[config.mk]
export PLATFORM = sky130hd
export DESIGN_NAME = ram_rd_sequencer
export DESIGN_NICKNAME = d
export VERILOG_FILES = /design/src/rtl/ram_rd_sequencer.sv
export SDC_FILE = /design/constraint.sdc
export NUM_CORES = 1
export LEC_CHECK = 0
export CORE_ASPECT_RATIO = 1.75
export CORE_MARGIN = 4
export CORE_UTILIZATION = 34
export CTS_CLUSTER_SIZE = 16
export DETAILED_ROUTE_END_ITERATION = 16
export GPL_ROUTABILITY_DRIVEN = 0
export PLACE_DENSITY = 0.66
export SLEW_MARGIN = 20
export SYNTH_ARGS = -nofsm -noshare
export SYNTH_HDL_FRONTEND = slang
export SYNTH_SLANG_ARGS = --single-unit
[constraint.sdc]
create_clock -name clk -period 2.85 [get_ports clk]
set_input_delay 0.285 -clock clk [delete_from_list [all_inputs] [get_ports clk]]
set_output_delay 0.285 -clock clk [all_outputs]
set_load 0.005 [all_outputs]
[src/rtl/ram_rd_sequencer.sv]
// rtl/ram_rd_sequencer.sv - streams a run of consecutive RAM words onto a valid/ready stream
// A 2-entry buffer absorbs the RAM's one-cycle read latency so backpressure never drops a word.
module ram_rd_sequencer #(
    parameter int DWIDTH = 16,
    parameter int AWIDTH = 7
) (
    input  logic              clk,
    input  logic              reset,
    input  logic              start,
    input  logic [AWIDTH-1:0] base_addr,
    input  logic [AWIDTH:0]   len,
    input  logic              abort,
    output logic              busy,
    output logic              done,
    output logic              ram_rden,
    output logic [AWIDTH-1:0] ram_rdaddr,
    input  logic [DWIDTH-1:0] ram_do,
    output logic [DWIDTH-1:0] dout,
    output logic              dout_valid,
    input  logic              dout_ready
);

    typedef enum logic [1:0] {
        S_IDLE,
        S_RUN,
        S_DRAIN
    } state_t;

    state_t            state_q, state_d;
    logic [AWIDTH-1:0] addr_q, addr_d;
    logic [AWIDTH:0]   issue_cnt_q, issue_cnt_d;
    logic              inflight_q;
    logic [1:0]        fifo_cnt_q, fifo_cnt_d;
    logic [DWIDTH-1:0] head_q, head_d;
    logic [DWIDTH-1:0] tail_q, tail_d;
    logic              done_q, done_d;

    logic              pop;
    logic              push;
    logic              issue;
    logic [2:0]        occupancy;

    assign dout_valid = (fifo_cnt_q != 2'd0);
    assign dout       = head_q;
    assign busy       = (state_q != S_IDLE);
    assign done       = done_q;
    assign ram_rden   = issue;
    assign ram_rdaddr = addr_q;

    assign pop       = dout_valid & dout_ready;
    assign push      = inflight_q;
    // Buffered words plus the read still in the RAM pipeline; a same-cycle pop frees one slot.
    assign occupancy = {1'b0, fifo_cnt_q} + {2'b00, inflight_q};
    assign issue     = (state_q == S_RUN) && !abort && (issue_cnt_q != '0)
                       && (occupancy < (3'd2 + {2'b00, pop}));

    always_comb begin
        state_d     = state_q;
        addr_d      = addr_q;
        issue_cnt_d = issue_cnt_q;
        fifo_cnt_d  = fifo_cnt_q;
        head_d      = head_q;
        tail_d      = tail_q;
        done_d      = 1'b0;

        case ({push, pop})
            2'b10: begin
                if (fifo_cnt_q == 2'd0) begin
                    head_d = ram_do;
                end else begin
                    tail_d = ram_do;
                end
                fifo_cnt_d = fifo_cnt_q + 2'd1;
            end
            2'b01: begin
                head_d     = tail_q;
                fifo_cnt_d = fifo_cnt_q - 2'd1;
            end
            2'b11: begin
                if (fifo_cnt_q == 2'd1) begin
                    head_d = ram_do;
                end else begin
                    head_d = tail_q;
                    tail_d = ram_do;
                end
            end
            default: ;
        endcase

        if (issue) begin
            addr_d      = addr_q + 1'b1;
            issue_cnt_d = issue_cnt_q - 1'b1;
        end

        case (state_q)
            S_IDLE: begin
                if (start) begin
                    if (len != '0) begin
                        state_d     = S_RUN;
                        addr_d      = base_addr;
                        issue_cnt_d = len;
                    end else begin
                        done_d = 1'b1;
                    end
                end
            end
            S_RUN: begin
                if (issue && (issue_cnt_q == 1)) begin
                    state_d = S_DRAIN;
                end
            end
            S_DRAIN: begin
                if (pop && (fifo_cnt_q == 2'd1) && !inflight_q) begin
                    state_d = S_IDLE;
                    done_d  = 1'b1;
                end
            end
            default: state_d = S_IDLE;
        endcase

        // Abort discards buffered words and any read already in the RAM pipeline.
        if (abort && (state_q != S_IDLE)) begin
            state_d     = S_IDLE;
            fifo_cnt_d  = 2'd0;
            issue_cnt_d = '0;
            done_d      = 1'b0;
        end
    end

    always_ff @(posedge clk) begin
        if (reset) begin
            state_q     <= S_IDLE;
            addr_q      <= '0;
            issue_cnt_q <= '0;
            inflight_q  <= 1'b0;
            fifo_cnt_q  <= 2'd0;
            head_q      <= '0;
            tail_q      <= '0;
            done_q      <= 1'b0;
        end else begin
            state_q     <= state_d;
            addr_q      <= addr_d;
            issue_cnt_q <= issue_cnt_d;
            inflight_q  <= issue;
            fifo_cnt_q  <= fifo_cnt_d;
            head_q      <= head_d;
            tail_q      <= tail_d;
            done_q      <= done_d;
        end
    end

endmodule

==> Word-level counts from Yosys, hierarchy flattened <==
Index checks and enable logic that the tools add are counted.
{ "word_totals": {"input_bits": 36, "ff_bits": 53, "elab_cells": 76} }
{ "classes": {"n_mux": 24, "magnitude_cmp": 1, "n_reduce_logical": 22, "n_eq_ne": 14, "n_addsub": 6, "n_bitwise": 1} }
{ "op_table": {"columns": ["op", "count"], "rows": [
  ["2-to-1 mux 16 bit", 4],
  ["one-hot mux 16 bit (3 select lines)", 1],
  ["2-to-1 mux 8 bit", 4],
  ["one-hot mux 16 bit (2 select lines)", 1],
  ["2-to-1 mux 7 bit", 4],
  ["nonzero test 8 bit", 2],
  ["!= test 2 bit (second input constant)", 6],
  ["equality test 8 x 1 -> 1 bit (second input constant)", 1],
  ["2-to-1 mux 2 bit", 4],
  ["nonzero test 2 bit", 4],
  ["subtractor 8 x 1 -> 8 bit (second input constant)", 1],
  ["adder 7 x 1 -> 7 bit (second input constant)", 1],
  ["logical AND 1 bit", 7],
  ["equality test 2 x 1 -> 1 bit (second input constant)", 3],
  ["equality test 2 bit (second input constant)", 3],
  ["one-hot mux 2 bit (3 select lines)", 1],
  ["logical NOT 2 bit", 2],
  ["one-hot mux 2 bit (2 select lines)", 1],
  ["AND reduction 4 bit", 1],
  ["adder 2 x 1 -> 3 bit", 1],
  ["adder 2 x 1 -> 3 bit (first input constant)", 1],
  ["less-than comparator 3 bit", 1],
  ["2-to-1 mux 1 bit", 3],
  ["AND reduction 3 bit", 1],
  ["9 further kinds", 10]
]} }

==> Depth between registers and ports, before layout <==
{ "depth": {"word_depth": 9, "depth_mapped": 11, "depth_no_buf": 10} }

==> Worst setup path after synthesis <==
Ideal clock, no wire load.
{ "synth_path": {"kind": "register to register", "start": "register fifo_cnt_q[0]", "end": "register head_q[10], in the netlist dout[10]", "path_buffers": 1, "setup_ns": 0.086, "t_arrival_ns": 2.033, "path_stages_with_launch": 12, "path_slack_ns": 0.732, "path_cell_list": "dfxtp_1 inv_1 ha_1 inv_1 nand2_1 inv_1 ha_1 nand2_1 o21ai_1 clkbuf_1 a22oi_1 a211oi_1"} }
{ "synth_between": {"elab_chain_len": 5, "word_cells_on_any_way": 12, "cone_classes": "eq/ne (5); mux (2); bitwise (1); reduce/logical (4)"} }
{ "synth_lines": {"columns": ["element", "line", "text"], "rows": [
  ["start, declared", "33", "logic [1:0] fifo_cnt_q, fifo_cnt_d;"],
  ["start signal, assigned", "145", "fifo_cnt_q <= fifo_cnt_d;"],
  ["nonzero test 2 bit *", "43", "assign dout_valid = (fifo_cnt_q != 2'd0);"],
  ["named net dout_valid", "19", "output logic dout_valid,"],
  ["AND 1 bit *", "50", "assign pop = dout_valid & dout_ready;"],
  ["equality test 2 bit or equality test 2 x 1 -> 1 bit (tied branches)", "66", "case ({push, pop})"],
  ["!= test 2 bit (no line) or nonzero test 3 bit (tied branches)", null, null],
  ["AND reduction 2 bit (no line)", null, null],
  ["end signal, assigned", "137", "head_q <= '0;"],
  ["end signal, assigned", "146", "head_q <= head_d;"],
  ["end, declared", "34", "logic [DWIDTH-1:0] head_q, head_d;"]
]} }
Mark *: on every way through the listed nets, which the timed path passes. The rest lies on a longest branch.
A chain may end at the register's enable or synchronous reset.

==> Worst setup path after layout <==
{ "layout_path": {"start": "register inflight_q", "end": "output ram_rden"} }
{ "layout_between": {"elab_chain_len": 3} }
{ "layout_lines": {"columns": ["element", "line", "text"], "rows": [
  ["start, declared", "32", "logic inflight_q;"],
  ["start signal, assigned", "144", "inflight_q <= issue;"],
  ["adder 2 x 1 -> 3 bit", "53", "assign occupancy = {1'b0, fifo_cnt_q} + {2'b00, inflight_q};"],
  ["less-than comparator 3 bit", "55", "&& (occupancy < (3'd2 + {2'b00, pop}));"],
  ["logical AND 1 bit", "55", null],
  ["end, declared", "15", "output logic ram_rden,"]
]} }
Every way passes these cells.

==> run metrics <==
total of max-cap violations 0; yosys warns 0; Worst R2R Setup Slack 0.36 ns; Placement Setup Slack 0.2962 ns; post-CTS resize count 0; final setup vio count 0; Min-Delay Path Class reg2reg; WHS 0.5013 ns; RSZ-0062 raised after global routing no; origin of the worst min-delay path tail_q[7]; worst vdd ir 0.4617 mV; syn_nets 320; core footprint 7182 sq um; CTS root buf clkbuf_16; Final ANT Viol Nets 0; asr flop ratio synth 0%; count leader, synth dfxtp_1; Most used DFF post-synth dfxtp_1; die span in y 121.1 microns; startpoint types register; total power 0.002199 W; GRT Total Usage 14.06%; nature of the critical path endpoint primary output; power per cell area 648.6 nW/um^2; nets@finish 382; GRT Residual Overflow 0; slew margin rel. 26.82%; Final Max Tran Viols 0; worst skew pair latency 0.29 ns; Layout Utilization 47.21%; EDFF count, synth 0; Layout area overhead 36.46%; sequential area share after synthesis 42.70%; Port-buffer cells 62; Worst Path Required 2.57 ns; Setup TNS Final 0 ns; drt first pass iters 4; H-tree levels 2; crit path kind reg2out; worst path bufs/invs 2; post-layout min period 2.696 ns; skew final 0.002891 ns; leading area contributor after synthesis dfxtp_1; via count 2143; critical path's slowest cell clkdlybuf4s50_1; row cnt 41; Area contributors post-synth dfxtp_1 43%, mux2i_1 6.8%, nor2_1 6.2%, a211oi_1 5.1%, ha_1 5.0%; Reg2Reg Capture Point tail_q[8]; Post-Synthesis Cell Area 2485 sq um; Worst path top cell family by delay simple AND/OR/NAND/NOR gates; hold path depth 2; share of cells above drive strength 1 7.418%; Fin. Hold Viols 0; CTS Buf Count 5; number of global-route vias before repair 2158; Final period util 94.59%; clock-pin transition on the worst setup and hold timing paths 0.07 ns; Setup crit start inflight_q; cells after synthesis 274; CTS sink count 53; routed vias/inst 5.066; worst-path maximum fanout 6; Post CTS Setup Buffer Count 0; Detailed Route WL 6041 microns; Top cell by count, worst path ha_1; Max Clk Rate 371.0 MHz; Initial Util 34.60%; worst r2r src fifo_cnt_q[1]; # diodes 0; worst slew pin tran 1.094 ns; die area 8794 sq um; Syn Area/Cell 9.069 sq um; WL per Instance 14.28 microns; largest net degree at the start of global routing 34; Final WS setup 0.1543 ns; Reg2Reg Depth 9; CTS tree built; initial antenna violation count 0; Initial DRC Count 88; top cell type's share of synthesized area 42.70%; hold path endpoint tail_q[7]; first-pass GRT wire length 9715 microns; FF+latch count, synth 53; hpwl dp 4593 microns; Post-CTS Hold Fix Bufs 0; Boundary Pins 63; Worst EP arrival 2.41 ns; Unique masters post-synth 39; commonest cells in the netlist 53 x dfxtp_1, 41 x nor2_1, 20 x nand2_1, 17 x a211oi_1, 17 x mux2i_1; Pleak 1.384 nW; critical path, cell by cell ha_1, ha_1, or4b_4, a21oi_4, nand2_2, inv_1, clkdlybuf4s50_1; Chip Width 72.63 microns; Worst path max stage delay 0.50 ns; DRC viols 0; CTS Buffer Depth 2; status finished, final reports clean
==> layer usage <==
metal / GRT usage, % / up-vias / share of wire, %
met5: 0 / - / 0
met4: 5.427 / 0 / 2.1
met2: 25.85 / 66 / 54
met1: 14.71 / 974 / 39
met3: 3.731 / 9 / 5.3
li1: - / 1094 / -
==> flip-flops by register name, summed over array words and instances, names as in the netlist <==
| name | count |
|---|---|
| dout | 16 |
| tail_q | 16 |
| issue_cnt_q | 8 |
| ram_rdaddr | 7 |
| fifo_cnt_q | 2 |
| state_q | 2 |
| done | 1 |
| inflight_q | 1 |
==> tightest hold or removal path, delay by kind of cell, from the launching register on <==
kind	cells	cell delay [ns]
AND/OR/NAND/NOR	1	0.07
multiplexers	1	0.07
flip-flops	1	0.33
==> stage by stage <==
stage | area, sq um | std cells
detailed placement | 3201 | 415
global route | 3391 | 423
CTS | 3391 | 423
finish | 3391 | 423
global placement | 3201 | 415
floorplan | 2485 | 274
==> cells by family (layout without fill, tap and decap cells) <==
family / Yosys count / in the layout / share of synthesized area [%]
xor gates and xnor gates: 15 / 15 / 5.287
adders and majority gates: 10 / 10 / 5.035
muxes: 19 / 19 / 7.905
AOI/OAI and AO/OA: 56 / 56 / 15.71
and+or+nand+nor: 98 / 98 / 19.54
DFF: 53 / 53 / 42.70
buffers and inverters: 23 / 86 / 3.827
==> cells in the final DEF, fill, tap and decap left out, types with 2 or more instances in the layout <==
cell	instances
nor4_1	2
nand3_1	9
a21oi_1	2
nor3_1	4
nand2_1	20
a211oi_1	17
mux2i_1	17
buf_4	5
a21o_1	2
clkbuf_16	5
and3_1	2
inv_1	11
a22oi_1	16
nor2_1	41
xor2_1	13
bufinv_16	2
clkdlybuf4s50_1	62
o21ai_0	11
o21ai_1	4
dfxtp_1	53
nand4_1	7
nand2b_1	2
xnor2_1	2
o21ai_2	2
ha_1	10
==> power breakdown <==
part,internal [W],total [W],switching (W),leakage [nW]
clock,0.000502,0.000769,0.000268,0.0938
combinational,0.000290,0.000552,0.000262,0.858
sequential,0.000821,0.000877,0.0000568,0.432
total,0.00161,0.00220,0.000587,1.38
==> how the worst max path moves through the flow <==
stage / cells after the start / to
after detailed placement: 7 / tail_q[5]
after floorplan: 11 / dout[10]
after global placement: 6 / ram_rden
after global routing: 7 / ram_rden
after CTS: 7 / ram_rden
final: 7 / ram_rden
==> layout make-up <==
cell class | instances | area (sq um)
tap | 86 | 107.6
fill | 691 | 3791
multi-input combinational | 198 | 1333
inverter | 11 | 41.29
clock buffer | 5 | 125.1
sequential | 53 | 1061
clock inverter | 3 | 65.06
timing repair buffer | 67 | 658.1
Power figures use the tool's default switching activity.
